==> config.mk <==
export PLATFORM = sky130hd
export DESIGN_NAME = uart_cmd_ctrl
export DESIGN_NICKNAME = d
export VERILOG_FILES = /design/src/rtl/uart_cmd_pkg.sv /design/src/rtl/uart_frame_timer.sv /design/src/rtl/uart_cmd_ctrl.sv
export SDC_FILE = /design/constraint.sdc
export NUM_CORES = 1
export LEC_CHECK = 0
export BUFFER_PORTS_ARGS = -buffer_cell sky130_fd_sc_hd__buf_2
export CELL_PAD_IN_SITES_DETAIL_PLACEMENT = 1
export CELL_PAD_IN_SITES_GLOBAL_PLACEMENT = 2
export CORE_ASPECT_RATIO = 1.4
export CORE_MARGIN = 2
export CORE_UTILIZATION = 38
export CTS_CLUSTER_DIAMETER = 200
export CTS_CLUSTER_SIZE = 12
export DETAILED_ROUTE_END_ITERATION = 10
export PLACE_DENSITY = 0.9
export SLEW_MARGIN = 0
export SYNTH_ARGS = -nofsm -noshare
export SYNTH_HDL_FRONTEND = slang
export SYNTH_SLANG_ARGS = --single-unit
==> constraint.sdc <==
create_clock -name clk -period 6.7 [get_ports clk]
set_input_delay 0.67 -clock clk [delete_from_list [all_inputs] [get_ports clk]]
set_output_delay 0.67 -clock clk [all_outputs]
set_load 0.01 [all_outputs]
==> src/rtl/uart_cmd_pkg.sv <==
// -----------------------------------------------------------------------------
// uart_cmd_pkg
// Shared definitions for the UART command sequencer: frame FSM state encoding,
// frame constants (header and opcodes), address/data widths and the byte
// parity helper.
// -----------------------------------------------------------------------------
package uart_cmd_pkg;

  typedef enum logic [2:0] {
    ST_IDLE   = 3'd0,
    ST_OP     = 3'd1,
    ST_ADDR_H = 3'd2,
    ST_ADDR_L = 3'd3,
    ST_DATA_H = 3'd4,
    ST_DATA_L = 3'd5,
    ST_SUM    = 3'd6,
    ST_ISSUE  = 3'd7
  } state_t;

  localparam logic [7:0] HDR   = 8'h55;
  localparam logic [7:0] OP_WR = 8'h01;
  localparam logic [7:0] OP_RD = 8'h02;

  localparam int ADDR_W = 16;
  localparam int DATA_W = 16;

  // A byte is good when the XOR over its 8 data bits and its parity bit equals
  // the selected parity sense (0 = even, 1 = odd).
  function automatic logic parity_ok(input logic [7:0] data,
                                     input logic       par,
                                     input logic       odd);
    return ((^data) ^ par) == odd;
  endfunction

endpackage

==> src/rtl/uart_frame_timer.sv <==
// -----------------------------------------------------------------------------
// uart_frame_timer
// Inter-byte gap counter for frame reception. Counts cycles while enabled and
// flags expiry once TIMEOUT_CYCLES-1 has been reached without a clear.
//
// Ports:
//   i_clk      system clock
//   i_rst      synchronous active-high reset
//   i_clr      clear the count (a byte arrived); overrides expiry
//   i_en       count enable (frame body in progress); count held at 0 when low
//   o_expired  combinational: gap limit reached this cycle
// -----------------------------------------------------------------------------
module uart_frame_timer #(
  parameter int unsigned TIMEOUT_CYCLES = 500_000
) (
  input  logic i_clk,
  input  logic i_rst,
  input  logic i_clr,
  input  logic i_en,
  output logic o_expired
);

  localparam int unsigned CNT_W = (TIMEOUT_CYCLES > 2) ? $clog2(TIMEOUT_CYCLES) : 1;
  localparam logic [CNT_W-1:0] LAST = CNT_W'(TIMEOUT_CYCLES - 1);

  logic [CNT_W-1:0] r_count;

  always_ff @(posedge i_clk) begin
    if (i_rst || i_clr || !i_en) begin
      r_count <= '0;
    end else if (r_count != LAST) begin
      r_count <= r_count + CNT_W'(1);
    end
  end

  // A byte in the same cycle wins over the timeout.
  assign o_expired = i_en && !i_clr && (r_count == LAST);

endmodule

==> src/rtl/uart_cmd_ctrl.sv <==
// -----------------------------------------------------------------------------
// uart_cmd_ctrl
// Command sequencer between the UART byte receiver and the SDRAM request port.
// Checks byte parity, assembles 0x55-headed command frames protected by an XOR
// checksum, and issues one 16-bit read or write request per good frame.
//
// Frames:  write 55 01 AH AL DH DL SUM    read 55 02 AH AL SUM
//          SUM = XOR of every byte after the header.
//
// Ports:
//   clk, rst               clock, synchronous active-high reset
//   rx_data/rx_parity      received byte + parity bit, valid while rx_en=1
//   rx_en                  one-cycle strobe per received byte
//   cmd_req/cmd_ack        SDRAM request handshake
//   cmd_we/addr/wdata      request payload, stable while cmd_req=1
//   err_parity             one-cycle pulse per bad-parity byte
//   err_frame              one-cycle pulse per dropped frame
//   busy                   state is not IDLE
//   dbg_state              current FSM state encoding
//
// Handshake: cmd_req rises with the payload and stays high with the payload
// frozen until a cycle in which cmd_ack=1 is sampled (the first cycle of
// cmd_req included); cmd_req drops on the following cycle. cmd_ack is
// ignored whenever cmd_req=0.
// -----------------------------------------------------------------------------
module uart_cmd_ctrl
  import uart_cmd_pkg::*;
#(
  parameter int unsigned SYS_CLK        = 50_000_000,
  parameter int unsigned TIMEOUT_CYCLES = 500_000,
  parameter bit          PARITY_ODD     = 1'b0
) (
  input  logic              clk,
  input  logic              rst,
  input  logic [7:0]        rx_data,
  input  logic              rx_parity,
  input  logic              rx_en,
  output logic              cmd_req,
  output logic              cmd_we,
  output logic [ADDR_W-1:0] cmd_addr,
  output logic [DATA_W-1:0] cmd_wdata,
  input  logic              cmd_ack,
  output logic              err_parity,
  output logic              err_frame,
  output logic              busy,
  output logic [2:0]        dbg_state
);

  // SYS_CLK is informational; a zero clock or zero timeout degrades to the
  // shortest meaningful gap limit instead of an unusable counter.
  localparam int unsigned TIMEOUT_EFF =
    (SYS_CLK > 0 && TIMEOUT_CYCLES > 0) ? TIMEOUT_CYCLES : 1;

  state_t              r_state, w_state_nxt;
  logic                r_we, w_we_nxt;
  logic [ADDR_W-1:0]   r_addr, w_addr_nxt;
  logic [DATA_W-1:0]   r_data, w_data_nxt;
  logic [7:0]          r_sum, w_sum_nxt;
  logic                r_cmd_req;
  logic                r_cmd_we, w_cmd_we_nxt;
  logic [ADDR_W-1:0]   r_cmd_addr, w_cmd_addr_nxt;
  logic [DATA_W-1:0]   r_cmd_wdata, w_cmd_wdata_nxt;
  logic                r_err_parity, w_err_parity_nxt;
  logic                r_err_frame, w_err_frame_nxt;

  logic                w_par_ok;
  logic [7:0]          w_sum_upd;
  logic                w_in_body;
  logic                w_expired;

  assign w_par_ok  = parity_ok(rx_data, rx_parity, PARITY_ODD);
  assign w_sum_upd = r_sum ^ rx_data;
  assign w_in_body = (r_state != ST_IDLE) && (r_state != ST_ISSUE);

  uart_frame_timer #(
    .TIMEOUT_CYCLES (TIMEOUT_EFF)
  ) u_timer (
    .i_clk     (clk),
    .i_rst     (rst),
    .i_clr     (rx_en),
    .i_en      (w_in_body),
    .o_expired (w_expired)
  );

  always_ff @(posedge clk) begin
    if (rst) begin
      r_state      <= ST_IDLE;
      r_we         <= 1'b0;
      r_addr       <= '0;
      r_data       <= '0;
      r_sum        <= '0;
      r_cmd_req    <= 1'b0;
      r_cmd_we     <= 1'b0;
      r_cmd_addr   <= '0;
      r_cmd_wdata  <= '0;
      r_err_parity <= 1'b0;
      r_err_frame  <= 1'b0;
    end else begin
      r_state      <= w_state_nxt;
      r_we         <= w_we_nxt;
      r_addr       <= w_addr_nxt;
      r_data       <= w_data_nxt;
      r_sum        <= w_sum_nxt;
      r_cmd_req    <= (w_state_nxt == ST_ISSUE);
      r_cmd_we     <= w_cmd_we_nxt;
      r_cmd_addr   <= w_cmd_addr_nxt;
      r_cmd_wdata  <= w_cmd_wdata_nxt;
      r_err_parity <= w_err_parity_nxt;
      r_err_frame  <= w_err_frame_nxt;
    end
  end

  always_comb begin
    w_state_nxt      = r_state;
    w_we_nxt         = r_we;
    w_addr_nxt       = r_addr;
    w_data_nxt       = r_data;
    w_sum_nxt        = r_sum;
    w_cmd_we_nxt     = r_cmd_we;
    w_cmd_addr_nxt   = r_cmd_addr;
    w_cmd_wdata_nxt  = r_cmd_wdata;
    w_err_parity_nxt = 1'b0;
    w_err_frame_nxt  = 1'b0;

    unique case (r_state)
      ST_IDLE: begin
        if (rx_en) begin
          if (!w_par_ok) begin
            w_err_parity_nxt = 1'b1;
          end else if (rx_data == HDR) begin
            w_state_nxt = ST_OP;
            w_sum_nxt   = '0;
          end
        end
      end

      ST_ISSUE: begin
        // The request stays pending; a stray byte only costs that byte.
        if (rx_en) begin
          w_err_frame_nxt = 1'b1;
        end
        if (cmd_ack) begin
          w_state_nxt = ST_IDLE;
        end
      end

      default: begin
        // Frame body: OP .. SUM
        if (rx_en) begin
          if (!w_par_ok) begin
            w_err_parity_nxt = 1'b1;
            w_state_nxt      = ST_IDLE;
          end else begin
            w_sum_nxt = w_sum_upd;
            unique case (r_state)
              ST_OP: begin
                if (rx_data == OP_WR) begin
                  w_we_nxt    = 1'b1;
                  w_state_nxt = ST_ADDR_H;
                end else if (rx_data == OP_RD) begin
                  w_we_nxt    = 1'b0;
                  w_state_nxt = ST_ADDR_H;
                end else begin
                  w_err_frame_nxt = 1'b1;
                  w_state_nxt     = ST_IDLE;
                end
              end
              ST_ADDR_H: begin
                w_addr_nxt  = {rx_data, r_addr[7:0]};
                w_state_nxt = ST_ADDR_L;
              end
              ST_ADDR_L: begin
                w_addr_nxt  = {r_addr[15:8], rx_data};
                w_state_nxt = r_we ? ST_DATA_H : ST_SUM;
              end
              ST_DATA_H: begin
                w_data_nxt  = {rx_data, r_data[7:0]};
                w_state_nxt = ST_DATA_L;
              end
              ST_DATA_L: begin
                w_data_nxt  = {r_data[15:8], rx_data};
                w_state_nxt = ST_SUM;
              end
              ST_SUM: begin
                // The checksum byte is compared against the sum of the bytes
                // before it, not including itself.
                if (rx_data == r_sum) begin
                  w_cmd_we_nxt    = r_we;
                  w_cmd_addr_nxt  = r_addr;
                  w_cmd_wdata_nxt = r_we ? r_data : '0;
                  w_state_nxt     = ST_ISSUE;
                end else begin
                  w_err_frame_nxt = 1'b1;
                  w_state_nxt     = ST_IDLE;
                end
              end
              default: ;
            endcase
          end
        end else if (w_expired) begin
          w_err_frame_nxt = 1'b1;
          w_state_nxt     = ST_IDLE;
        end
      end
    endcase
  end

  assign cmd_req    = r_cmd_req;
  assign cmd_we     = r_cmd_we;
  assign cmd_addr   = r_cmd_addr;
  assign cmd_wdata  = r_cmd_wdata;
  assign err_parity = r_err_parity;
  assign err_frame  = r_err_frame;
  assign busy       = (r_state != ST_IDLE);
  assign dbg_state  = r_state;

endmodule

==> results of run 1 <==
[critical path, stage by stage]
cell and delay [ns]:
buf_2 0.18, inv_1 0.10, ha_1 0.29, xnor3_2 0.46
xnor2_4 0.27, nand2_4 0.18, or4_4 0.76, nand2_1 0.16
a21oi_1 0.08
[state kept, by name, indices dropped and copies added, names as in the netlist]
signal	cells
u_timer.r_count	19
r_addr	16
r_sum	8
r_data	16
cmd_wdata	16
err_parity	1
cmd_we	1
r_we	1
cmd_req	1
cmd_addr	16
err_frame	1
dbg_state	3
[where the power goes]
group	internal [mW]	switching (mW)	total (mW)
registers	0.589	0.000343	0.589
clock network	0.298	0.242	0.540
logic	0.0198	0.0443	0.0641
total	0.906	0.287	1.19
[per-layer routing]
| layer | share of wire [%] | wire [µm] |
|---|---|---|
| met4 | 1.7 | 196 |
| met1 | 42 | 4860 |
| met2 | 53 | 6120 |
| met5 | 0 | 0 |
| met3 | 3.0 | 351 |
[cells in the mapped netlist (all sizes together), types with 2 or more instances]
library cell,n
a21oi,71
and3,2
buf,13
nand3,45
inv,13
nand4,8
o2bb2ai,2
dfxtp,99
xnor2,5
mux2i,10
ha,9
a2111oi,2
o21ai,10
nor2,65
nand2,72
nor4b,3
nand2b,10
or3,3
clkbuf,19
xor2,23
or4,9
nor4,6
and4,2
nor3,4
[final cells by class]
class / instances / area, µm² / area share, %
Timing Repair Buffer: 54 / 275 / 5.45
Tap cell: 144 / 180 / 3.57
Clock buffer: 9 / 225 / 4.46
Sequential cell: 99 / 1980 / 39.3
Clock inverter: 7 / 83.8 / 1.66
Inverter: 13 / 48.8 / 0.967
Multi-Input combinational cell: 373 / 2250 / 44.6
[through the flow]
stage                     setup slack, ns  hold WS [ns]  cell area, µm²
after floorplan                      3.89         0.432            4460
after global placement               3.42         0.438            4740
after detailed placement             3.32         0.440            4740
after CTS                            3.70         0.451            5050
after global routing                 3.57         0.469            5050
final                                3.70         0.448            5050
[final timing paths]
| path | to | cells after the start |
|---|---|---|
| worst min-delay path | cmd_wdata[8] | 2 |
| worst max-delay path | cmd_wdata[6] | 9 |
| worst max register to register | u_timer.r_count[16] | 5 |
| worst min register to register | cmd_wdata[8] | 2 |
[kinds of logic after synthesis]
family,count (synthesis),share of synthesized area (%)
compound gates,92,12.8
xor+xnor,29,6.45
fa+ha+maj,9,2.52
buf+inv,45,5.13
flops,99,44.4
mux,10,2.24
simple gates,233,26.4
==> metrics.log, run 1 <==
[metrics] largest net degree at the start of global routing: 82
[metrics] Total Routed Length: 11500 µm
[metrics] postcts setup bufs: 0
[metrics] first-pass iteration count of the detailed router: 4
[metrics] Slew @ Worst Pin: 0.966 ns
[metrics] synth warn: 0
[metrics] half-perimeter wire length of the detailed placement result: 8140 µm
[metrics] count of hold buffers inserted by post-cts repair: 0
[metrics] critical path data arrival time: 3.19 ns
[metrics] Final Total Pwr: 1.19 mW
[metrics] total CTS buffers: 9
[metrics] diodes inserted: 0
[metrics] Crit. End Element: flip-flop
[metrics] most area-hungry cell type in the Yosys netlist: dfxtp_1
[metrics] floorplan die width: 95.6 µm
[metrics] layer with the highest usage: met2
[metrics] leakage: 1.91 nW
[metrics] Port-buffer cells: 52
[metrics] area added between synthesis and finish: 13.1%
[metrics] global-route wire length before repair: 19200 µm
[metrics] die footprint: 0.0126 mm²
[metrics] most common library cell in the layout ignoring fill and taps: dfxtp_1
[metrics] number of nets in the layout: 572
[metrics] number of design rule violations left after detail routing: 0
[metrics] hold violation total from the final report: 0
[metrics] count of state elements after synthesis: 99
[metrics] post-CTS clock slew at the launch and capture registers of the worst setup and hold paths: 0.07 ns
[metrics] crit-path max FO: 33
[metrics] Synth Area per Inst: 8.63 µm²
[metrics] EDFF count, synth: 0
[metrics] Post-CTS Resized: 0
[metrics] flop2flop setup slack: 4.18 ns
[metrics] Final GP Congestion: 0.817
[metrics] number of different library cells in the post-synthesis netlist: 49
[metrics] maximum achievable frequency: 333 MHz
[metrics] met2 layer usage reported by global route: 34.7%
[metrics] GR Util All Layers: 19.2%
[metrics] clock buffer depth: 2
[metrics] Min Clock Period, post-route: 3.00 ns
[metrics] maximum clock skew at final layout: 0.00712 ns
[metrics] count of vias placed by the detailed router: 3690
[metrics] starting DRC count in detailed routing: 104
[metrics] min-delay src: cmd_wdata[8]
[metrics] number of sinks handled by clock tree synthesis: 99
[metrics] type of the most critical hold path: flip-flop to flip-flop
[metrics] cell count after placement: 683
[metrics] core area: 0.0114 mm²
[metrics] depth of the CTS H-tree: 3
[metrics] Die Span Y: 132 µm
[metrics] ratio of cells with drive above 1 in the final layout: 21.6%
[metrics] pwr/cell area: 236 mW/mm²
[metrics] clock tree from TritonCTS: built
[metrics] setup repair after global routing missed its margin: false
[metrics] most used cells in the layout excluding fill and tap cells: 99 x dfxtp_1, 65 x nor2_1, 52 x buf_2
[metrics] initial core utilization: 39.2%
[metrics] number of filler instances in the final layout: 1374
[metrics] share of synthesized registers carrying an async set or reset: 0%
[metrics] top cells by area in the synthesized netlist: dfxtp_1 44%, a21oi_1 5.7%, nor2_1 5.5%
[metrics] sum of overflow across all layers after global routing: 0
[metrics] Syn Nets: 539
[metrics] M3 GR Usage: 4.06%
[metrics] reg-to-reg startpoint: dbg_state[0]
[metrics] sequential element share of the synthesized area: 44.4%
[metrics] fin cells: 699
[metrics] worst setup path start: rx_data[6]
[metrics] met1 track demand over resource: 22.0%
[metrics] final setup violating endpoints: 0
[metrics] post-synth design cell area: 0.00446 mm²
[metrics] number of global-route vias before repair: 3895
[metrics] MaxCap Viol Count: 0
[metrics] average wire per cell in the routed design: 16.5 µm
[metrics] worst relative slew slack: 35.6%
[metrics] initial antenna violation count: 0
[metrics] count of pins on the block boundary: 53
[metrics] startpoint type of the worst setup path: input pin
[metrics] prevailing post-synth register cell: dfxtp_1
[metrics] post-layout utilization of the core: 44.3%
[metrics] clk root buf: clkbuf_16
[metrics] standard-cell rows: 46
[metrics] DRT antenna net count: 0
[metrics] required arrival time at the worst endpoint: 6.89 ns
[metrics] setup_tns: 0 ns
[metrics] run status: completed
[metrics] period utilization: 44.8%
[metrics] synthesized netlist cell count: 517
[metrics] top-area cell type share of the netlist area: 44.4%
[metrics] worst voltage drop across the vdd grid: 0.000139 V
[metrics] category of the most critical setup path: input pin to flip-flop
[metrics] clock latency on the worst-skew pair: 0.35 ns
[metrics] final count of pins violating max slew: 0
[metrics] routed vias/inst: 5.28
Note: power is estimated with default switching activity, not from simulation.
==> run 2: changes to the inputs <==
- CORE_UTILIZATION: 38 -> 35
- PLACE_DENSITY: 0.9 -> 0.85
- clock period: 6.7 -> 2.95 ns (I/O delays scaled with it)
==> run 2 against run 1 <==
Effect of this change:
- sequential power increased by 130%
- clock power increased by 130%
- critical endpoint is now cmd_req
- clock skew increased by 0.0024 ns
- global-route usage decreased by 1.4 points
- highest routed layer unchanged
==> metrics.log, run 2 (synthesis results as in run 1) <==
[metrics] leakage: 1.98 nW
[metrics] required arrival time at the worst endpoint: 3.16 ns
[metrics] sum of overflow across all layers after global routing: 0
[metrics] Worst Hold Slack: 0.268 ns
[metrics] type of the most critical hold path: input pin to flip-flop
[metrics] Slew @ Worst Pin: 0.720 ns
[metrics] clock latency on the worst-skew pair: 0.35 ns
[metrics] final standard cell area without fillers: 0.00518 mm²
[metrics] pwr/cell area: 525 mW/mm²
[metrics] number of global-route vias before repair: 3729
[metrics] clock tree from TritonCTS: built
[metrics] DRT antenna net count: 0
[metrics] largest net degree at the start of global routing: 36
[metrics] Crit. End Element: flip-flop
[metrics] number of sinks handled by clock tree synthesis: 99
[metrics] Final Total Pwr: 2.72 mW
[metrics] ratio of cells with drive above 1 in the final layout: 23.8%
[metrics] Most Frequent Cell on Critical Path: a2111oi_0
[metrics] Post-CTS Resized: 0
[metrics] startpoint type of the worst setup path: input pin
[metrics] total CTS buffers: 9
[metrics] postcts setup bufs: 0
[metrics] initial antenna violation count: 0
[metrics] most common library cell in the layout ignoring fill and taps: dfxtp_1
[metrics] hold violation total from the final report: 0
[metrics] critical path data arrival time: 2.77 ns
[metrics] GR Util All Layers: 17.8%
[metrics] worst relative slew slack: 51.9%
[metrics] worst voltage drop across the vdd grid: 0.000245 V
[metrics] die footprint: 0.0137 mm²
[metrics] clk root buf: clkbuf_16
[metrics] depth of the CTS H-tree: 3
[metrics] setup repair after global routing missed its margin: false
[metrics] number of nets in the layout: 588
[metrics] Biggest register: u_timer.r_count
[metrics] global-route wire length before repair: 19000 µm
[metrics] final setup violating endpoints: 0
[metrics] area added between synthesis and finish: 16.2%
[metrics] count of vias placed by the detailed router: 3727
[metrics] Port-buffer cells: 52
[metrics] maximum achievable frequency: 390 MHz
[metrics] number of design rule violations left after detail routing: 0
[metrics] most used cells in the layout excluding fill and tap cells: 99 x dfxtp_1, 65 x nor2_1, 52 x buf_2
[metrics] routed vias/inst: 5.17
[metrics] category of the most critical setup path: input pin to flip-flop
[metrics] Min Clock Period, post-route: 2.57 ns
[metrics] flip-flop count of the largest register, all copies and words added: 19
[metrics] Die Span Y: 138 µm
[metrics] largest stage delay on the critical path: 0.45 ns
[metrics] post-CTS clock slew at the launch and capture registers of the worst setup and hold paths: 0.07 ns
[metrics] first-pass iteration count of the detailed router: 4
[metrics] MaxCap Viol Count: 0
[metrics] setup_tns: 0 ns
[metrics] count of hold buffers inserted by post-cts repair: 0
[metrics] starting DRC count in detailed routing: 112
[metrics] run status: completed
[metrics] library cell contributing the largest single delay on the critical path: xnor3_2
[metrics] maximum clock skew at final layout: 0.00953 ns
[metrics] period utilization: 87.0%
[metrics] standard-cell rows: 48
[metrics] average wire per cell in the routed design: 16.2 µm
[metrics] worst slack at placement: -0.0361 ns
[metrics] Final GP Congestion: 0.797
[metrics] final setup margin: 0.383 ns
[metrics] initial core utilization: 36.1%
[metrics] diodes inserted: 0
[metrics] Total Routed Length: 11700 µm
[metrics] half-perimeter wire length of the detailed placement result: 8500 µm
[metrics] crit-path max FO: 11
[metrics] number of filler instances in the final layout: 1496
[metrics] final count of pins violating max slew: 0
[metrics] count of pins on the block boundary: 53
[metrics] sequence of cells on the critical path: buf_2 -> inv_1 -> ha_1 -> xnor3_2 -> xnor2_4 -> nand2_4 -> buf_4 -> a2111oi_0 -> nor3b_1 -> a2111oi_0
[metrics] floorplan die width: 99.4 µm
[metrics] core area: 0.0124 mm²
[metrics] clock buffer depth: 2
[metrics] Post-DP Area: 0.00488 mm²
run 2: cell type report:
| class | instances | area, µm² | share of cell area (%) |
|---|---|---|---|
| Clock inverter | 7 | 82.6 | 1.59 |
| Tap cell | 150 | 188 | 3.62 |
| Sequential cell | 99 | 1980 | 38.2 |
| Multi-Input combinational cell | 373 | 2250 | 43.4 |
| Inverter | 13 | 48.8 | 0.941 |
| Clock buffer | 9 | 225 | 4.34 |
| Timing Repair Buffer | 70 | 408 | 7.87 |
run 2: path summary, 6_finish.rpt:
check | start | endpoint | slack, ns | depth (start not counted)
min | rx_data[7] | r_data[15] | 0.27 | 3
min reg2reg | cmd_addr[1] | cmd_addr[1] | 0.45 | 2
max | rx_data[7] | cmd_req | 0.38 | 10
max reg2reg | r_sum[2] | cmd_req | 0.56 | 6
run 2: per-layer routing:
layer | GRT usage [%] | vias to the layer above | routed length, µm
li1 | - | 1857 | -
met1 | 20.0 | 1808 | 4820
met2 | 33.0 | 48 | 6270
met3 | 3.55 | 14 | 355
met4 | 6.39 | 0 | 224
met5 | 0 | - | 0
run 2: through the flow:
step / utilization (%) / std cells
finish: 41.9 / 721
global route: 41.9 / 721
CTS: 41.9 / 721
global placement: 39.4 / 705
detailed placement: 39.4 / 705
floorplan: - / 517
run 2: power breakdown:
group / leakage [nW] / switching [mW] / internal [mW]
registers: 0.797 / 0.00136 / 1.34
clock network: 0.145 / 0.551 / 0.671
logic: 1.03 / 0.103 / 0.0568
run 2: critical path, delay by kind of cell:
family,cells,cell delay (ns)
compound gates,2,0.79
simple gates,2,0.25
fa+ha+maj,1,0.28
xor+xnor,2,0.71
buf+inv,3,0.45
